**src/rtl/rotating_xbar_sched.sv**
```systemverilog
// Round-robin scheduler producing start_select for a rotating crossbar; the granted requester lands on lane 0.
// Optional protocol checker and sticky proto_err_o port enabled by ROTATING_XBAR_SCHED_ASSERT_EN.
`timescale 1ns/1ps

module rotating_xbar_sched #(
   parameter int unsigned NUM_DATA = 4,
   parameter int unsigned SEL_W    = $clog2(NUM_DATA)
) (
   input  logic                clk_i,
   input  logic                arst_ni,
   input  logic [NUM_DATA-1:0] req_valid_i,
   output logic [NUM_DATA-1:0] req_ready_o,
   output logic [SEL_W-1:0]    start_select_o,
   output logic                out_valid_o,
   input  logic                out_ready_i,
   output logic                busy_o
`ifdef ROTATING_XBAR_SCHED_ASSERT_EN
   ,
   output logic                proto_err_o
`endif
);

   typedef enum logic {IDLE, HOLD} state_e;

   state_e              state_q, state_d;
   logic [SEL_W-1:0]    ptr_q, ptr_d;
   logic [SEL_W-1:0]    sel_q, sel_d;

   logic [NUM_DATA-1:0] sel_onehot;
   logic [NUM_DATA-1:0] arb_req;
   logic [SEL_W-1:0]    arb_base;
   logic [SEL_W-1:0]    scan_idx;
   logic [SEL_W-1:0]    winner;
   logic                found;

   assign sel_onehot     = NUM_DATA'(1) << sel_q;
   assign start_select_o = sel_q;

   // In HOLD the scan restarts just past the held lane and excludes it, so a handshake can chain.
   always_comb begin
      arb_base = ptr_q;
      arb_req  = req_valid_i;
      if (state_q == HOLD) begin
         arb_base = sel_q + SEL_W'(1);
         arb_req  = req_valid_i & ~sel_onehot;
      end
      winner   = '0;
      found    = 1'b0;
      scan_idx = '0;
      for (int unsigned i = 0; i < NUM_DATA; i++) begin
         scan_idx = arb_base + SEL_W'(i);
         if (!found && arb_req[scan_idx]) begin
            winner = scan_idx;
            found  = 1'b1;
         end
      end
   end

   always_comb begin
      state_d     = state_q;
      ptr_d       = ptr_q;
      sel_d       = sel_q;
      req_ready_o = '0;
      out_valid_o = 1'b0;
      busy_o      = 1'b0;
      case (state_q)
         IDLE: begin
            if (found) begin
               sel_d   = winner;
               state_d = HOLD;
            end
         end
         HOLD: begin
            out_valid_o = 1'b1;
            busy_o      = 1'b1;
            req_ready_o = sel_onehot & {NUM_DATA{out_ready_i}};
            if (out_ready_i) begin
               ptr_d = sel_q + SEL_W'(1);
               if (found) begin
                  sel_d = winner;
               end else begin
                  state_d = IDLE;
               end
            end
         end
         default: state_d = IDLE;
      endcase
   end

   always_ff @(posedge clk_i or negedge arst_ni) begin
      if (!arst_ni) begin
         state_q <= IDLE;
         ptr_q   <= '0;
         sel_q   <= '0;
      end else begin
         state_q <= state_d;
         ptr_q   <= ptr_d;
         sel_q   <= sel_d;
      end
   end

`ifdef ROTATING_XBAR_SCHED_ASSERT_EN
   logic err_q, err_d;
   logic vld_prev_q, vld_prev_d;
   logic hs_prev_q, hs_prev_d;
   logic cond_drop, cond_fall;

   // Held requester dropping valid, or lane 0 valid vanishing without an accept.
   always_comb begin
      cond_drop  = (state_q == HOLD) && !req_valid_i[sel_q];
      cond_fall  = vld_prev_q && !out_valid_o && !hs_prev_q;
      vld_prev_d = out_valid_o;
      hs_prev_d  = out_valid_o & out_ready_i;
      err_d      = err_q | cond_drop | cond_fall;
   end

   always_ff @(posedge clk_i or negedge arst_ni) begin
      if (!arst_ni) begin
         err_q      <= 1'b0;
         vld_prev_q <= 1'b0;
         hs_prev_q  <= 1'b0;
      end else begin
         err_q      <= err_d;
         vld_prev_q <= vld_prev_d;
         hs_prev_q  <= hs_prev_d;
      end
   end

   assign proto_err_o = err_q;

`ifndef SYNTHESIS
   always @(posedge clk_i) begin
      if (arst_ni && cond_drop) $error("rotating_xbar_sched: held requester %0d dropped valid", sel_q);
      if (arst_ni && cond_fall) $error("rotating_xbar_sched: out_valid fell without handshake");
   end
`endif
`endif

endmodule

```
**config.mk**
```make
export PLATFORM = sky130hd
export DESIGN_NAME = rotating_xbar_sched
export DESIGN_NICKNAME = d
export VERILOG_FILES = /design/src/rtl/rotating_xbar_sched.sv
export SDC_FILE = /design/constraint.sdc
export NUM_CORES = 1
export LEC_CHECK = 0
export CORE_AREA = 5 5 42 44
export DETAILED_ROUTE_END_ITERATION = 12
export DIE_AREA = 0 0 47 49
export PLACE_DENSITY = 0.6
export REMOVE_ABC_BUFFERS = 1
export SYNTH_ARGS = -nofsm -noshare
export SYNTH_HDL_FRONTEND = slang
export SYNTH_SLANG_ARGS = --single-unit
```
**constraint.sdc**
```tcl
create_clock -name clk_i -period 1.9 [get_ports clk_i]
set_input_delay 0.475 -clock clk_i [delete_from_list [all_inputs] [get_ports clk_i]]
set_output_delay 0.475 -clock clk_i [all_outputs]
set_load 0.05 [all_outputs]
```
Yosys cells after proc, flatten, opt, wreduce, memory -nomap -nowiden
Index checks and enable logic that the tools add are counted.
{ "word_totals": {"regBits": 5} }
{ "classes": {"order_cmp": 4, "n_reduce_logical": 7, "shifts": 1, "eq_ne": 1, "n_addsub": 4, "mux": 26, "bitwise_logic": 4} }
{ "ops": {"columns": ["cell", "count"], "rows": [
  ["2-bit 2-to-1 mux", 7],
  ["2-bit by 3-bit less-than comparator with 1-bit output, second input constant", 4],
  ["1-bit 2-to-1 mux", 11],
  ["4-bit bitwise AND", 2],
  ["1-bit binary-select mux with 2-bit select", 4],
  ["4-bit 2-to-1 mux", 2],
  ["2-bit by 1-bit adder with 2-bit output, second input constant", 2],
  ["2-bit adder, second input constant", 2],
  ["4-bit NOT", 1],
  ["2-bit case mux with 2 select lines", 1],
  ["1-bit by 2-bit left shift with 4-bit output, first input constant", 1],
  ["1-bit logical AND", 3],
  ["1-bit logical NOT", 3],
  ["2-bit inequality test, second input constant", 1],
  ["1-bit case mux with 2 select lines", 1],
  ["2-bit AND reduction", 1],
  ["1-bit NOT", 1]
]} }

Longest topological paths before layout
{ "logic_depth": {"word_depth": 19, "ltp_mapped": 6, "depth_no_buf": 6} }

Worst setup path after synthesis
No wires, ideal clock.
{ "synth_path": {"path_type": "register to output", "startpoint": "register state_q", "endpoint": "output req_ready_o[1]", "t_required_ns": 1.425, "path_slack_ns": -0.265, "n_path_buf": 1, "stages_incl_launch_ff": 4, "arrival_ns": 1.690, "path_cell_list": "dfrtp_1 > buf_4 > nand2_1 > nor2_1"} }
{ "synth_via": {"elab_chain_cells": 1} }
{ "synth_lines": {"columns": ["item", "line", "source"], "rows": [
  ["from (decl)", "25", "state_e state_q, state_d;"],
  ["from (signal assigned)", "96", "state_q <= state_d;"],
  ["4-bit 2-to-1 mux", "66", "case (state_q)"],
  ["to (decl)", "12", "output logic [NUM_DATA-1:0] req_ready_o,"]
]} }
No other way between the ends.

Worst setup path in the final report
{ "layout_path": {"startpoint": "register sel_q[0], in the netlist start_select_o[0]", "endpoint": "output req_ready_o[3]"} }
{ "layout_via": {"elab_chain_cells": 3} }
{ "layout_lines": {"columns": ["item", "line", "source"], "rows": [
  ["from (decl)", "27", "logic [SEL_W-1:0] sel_q, sel_d;"],
  ["from (signal assigned)", "98", "sel_q <= sel_d;"],
  ["1-bit by 2-bit left shift with 4-bit output", "36", "assign sel_onehot = NUM_DATA'(1) << sel_q;"],
  ["4-bit bitwise AND", "76", "req_ready_o = sel_onehot & {NUM_DATA{out_ready_i}};"],
  ["4-bit 2-to-1 mux", "66", null]
]} }
No other way between the ends.

==> flow_summary.toml <==
[outcome]
status = "completed"

[job]
maxCapViolCount = 0

[power]
combPwrFrac_pct = 73.6
swShare_pct = 46.3
powerDensity_nw_per_um2 = 1560
seqPwrFrac_pct = 16.2
p_int_uw = 621
p_leak_nw = 0.357
peakVddDrop_v = 0.000869
pwr-share-clk_pct = 10.2
p_sw_uw = 536

[critical_path]
max_stage_delay_ns = 0.37
worstPathMaxFanout = 7
critPathBufInv = 2
start_kind = "register"
crit_slowest_cell = "dfrtp_1"
critPathLaunch = "start_select_o[0]"
crit_type = "reg -> out"
reg2reg_from = "start_select_o[0]"
cp_top_family = "flip-flops"
worstPathCellList = "buf_4, ha_1, and3_1, buf_12"
cp.arrival_ns = 1.36
required_ns = 1.42
crit_path_end_kind = "output port"

[routing]
wl_per_cell_um = 11.8
ant_nets = 0
first_pass_iters = 4
postRouteWirelength_mm = 1.10
routed_via_density = 5.01
drc = 0
dr_total_vias = 466
drtIter0Drc = 9

[clock_network]
cts.htree.levels = 1
cts_tree = "done"
cts_buffers = 3
path_clk_slew_ns = 0.04
cts_setup_buffers = 0
cts_sinks = 5
insertion_delay_ns = 0.23
cts_buffer_depth = 2
cts_root_buf = "clkbuf_4"

[die]
die_x_um = 47
die_area_um2 = 2300
initial_utilization_pct = 32.8
core.rowCount = 14
fp.coreArea_um2 = 1400
die_y_um = 49
io_pins = 15

[logic_synthesis]
netlist-cell-type-count = 26
synth-simple-area-share_pct = 23.7
synth-main-ff-cell = "dfrtp_1"
yosys.area_share.adder_pct = 10.9
ys_ff_latch = 5
yosysSeqAreaShare_pct = 27.2
postSynth.asyncResetShare_pct = 100
synth_xor_area_share_pct = 0
synth_enable_flop_cells = 0
avgSynthCellArea_um2 = 8.50
synth_cells = 54
ys_warn_count = 0
synth-compound-area-share_pct = 27.8
synth_mux_area_share_pct = 4.63
synth_top_family_by_area = "compound AO/OA/AOI/OAI gates"
synth_area_um2 = 459

[timing]
finalSetupViolations = 0
fmax_ghz = 0.546
tightest_slew_ns = 0.377
fin_skew_ns = 0.0000449
period_needed_ns = 1.83
relSlewSlack_pct = 74.6
slew_violations = 0
rsz0062_at_grt = "no"
hold_viol = 0
holdWs_ns = 0.453
fin_crit_sh_pct = 96.5

[finish]
multi_input_area_um2 = 310
syn2layout_area_growth_pct = 61.3
final_layout_size_suffix_gt1_share_pct = 27.3
layout.nets = 89
antenna_cells = 0
nFillCells = 133
post-route-cell-area_um2 = 741
regArea_um2 = 126

[placement]
gp_congestion = 0.755
dpl.hpwl_um = 935
port_buffers = 14
place_area_um2 = 712

[grt]
grt_max_degree = 12
grt-ovfl-total = 0
antenna_found_initial = 0
grt_pass1_wl_mm = 1.89
grtUsageTotal_pct = 11.2
first_global_vias = 476

[min_path]
hp-class = "in -> async"
sequential cells by signal, indices dropped and copies added (netlist names):
signal	count
ptr_q	2
start_select_o	2
state_q	1
cell families (layout without fill, tap and decap cells):
kind of cell | count (synthesis) | count (layout)
simple gates | 21 | 21
compound gates | 17 | 17
flops | 5 | 5
buf+inv | 5 | 28
fa+ha+maj | 4 | 4
mux | 2 | 2
placed cells by master (no fill, tap or decap), types with 2 or more instances in the layout:
cell type        synthesis  layout
nor2b_1                  2       2
ha_1                     4       4
clkdlybuf4s50_1          0       5
buf_4                    2       9
o21ai_0                  4       4
clkbuf_4                 0       3
dfrtp_1                  5       4
and3_1                   3       3
o22ai_1                  2       2
inv_1                    3       3
a211o_1                  2       2
nand2b_1                 2       2
buf_12                   0       6
nor2_1                   4       3
nand2_1                  7       7
path summary, 6_finish.rpt:
path / endpoint / slack, ns / depth (start not counted)
min: start_select_o[0] / 0.45 / 1
max: req_ready_o[3] / 0.07 / 4
min reg2reg: ptr_q[0] / 0.50 / 2
max in group asynchronous: state_q / 1.25 / 1
max reg2reg: start_select_o[0] / 0.19 / 6
min in group clk_i: ptr_q[0] / 0.50 / 2
power groups by stage:
stage / Sequential (mW) / Combinational [mW] / Clock, mW
finish: 0.188 / 0.851 / 0.118
global route: 0.196 / 0.920 / 0.129
CTS: 0.187 / 0.858 / 0.127
detailed placement: 0.188 / 0.853 / 0
global placement: 0.188 / 0.852 / 0
floorplan: 0.302 / 0.410 / 0
timing repair:
item	in CTS	in global routing
hold buffers	0	0
pin swaps	1	0
resized for setup	2	1
endpoints found under the setup margin	1	1
cloned	0	0
layout make-up:
class | instances | area share [%]
inverter | 3 | 1.52
sequential | 5 | 17.1
tap | 16 | 2.70
timing repair buffer | 21 | 33.3
multi-input combinational | 44 | 41.9
clock buffer | 4 | 3.55
stage by stage:
step	utilization, %	total power, mW	setup TNS, ns	instances	setup WS [ns]
after detailed placement	50.8	1.04	-0.184	89	-0.0838
after floorplan	-	0.712	-1.75	52	-0.599
final	52.9	1.16	0	93	0.0674
after global placement	50.8	1.04	-0.177	89	-0.0728
after global routing	52.9	1.25	0	93	0.00729
after CTS	52.8	1.17	0	93	0.0527
worst reg2reg max path: cells and delay by family (launching register included):
| kind | cells | cell delay, ns |
|---|---|---|
| flops | 1 | 0.34 |
| buf+inv | 1 | 0.06 |
| fa+ha+maj | 1 | 0.31 |
| compound gates | 3 | 0.60 |
| mux | 1 | 0.29 |
cells in the mapped netlist (2+ instances only):
cell	instances	area, um2
o21ai_0	4	20.0
ha_1	4	50.1
a211o_1	2	17.5
nand2b_1	2	12.5
o22ai_1	2	12.5
nor2b_1	2	12.5
nor2_1	4	15.0
buf_4	2	15.0
inv_1	3	11.3
and3_1	3	18.8
dfrtp_1	5	125
nand2_1	7	26.3
layer usage:
metal	part of all wire [%]	wire length [um]	global-route usage, %
met5	0	0	0
met4	0.91	10	7.37
met3	4.5	50	2.95
met2	50	548	16.5
met1	45	492	13.6
Power figures use the tool's default switching activity.
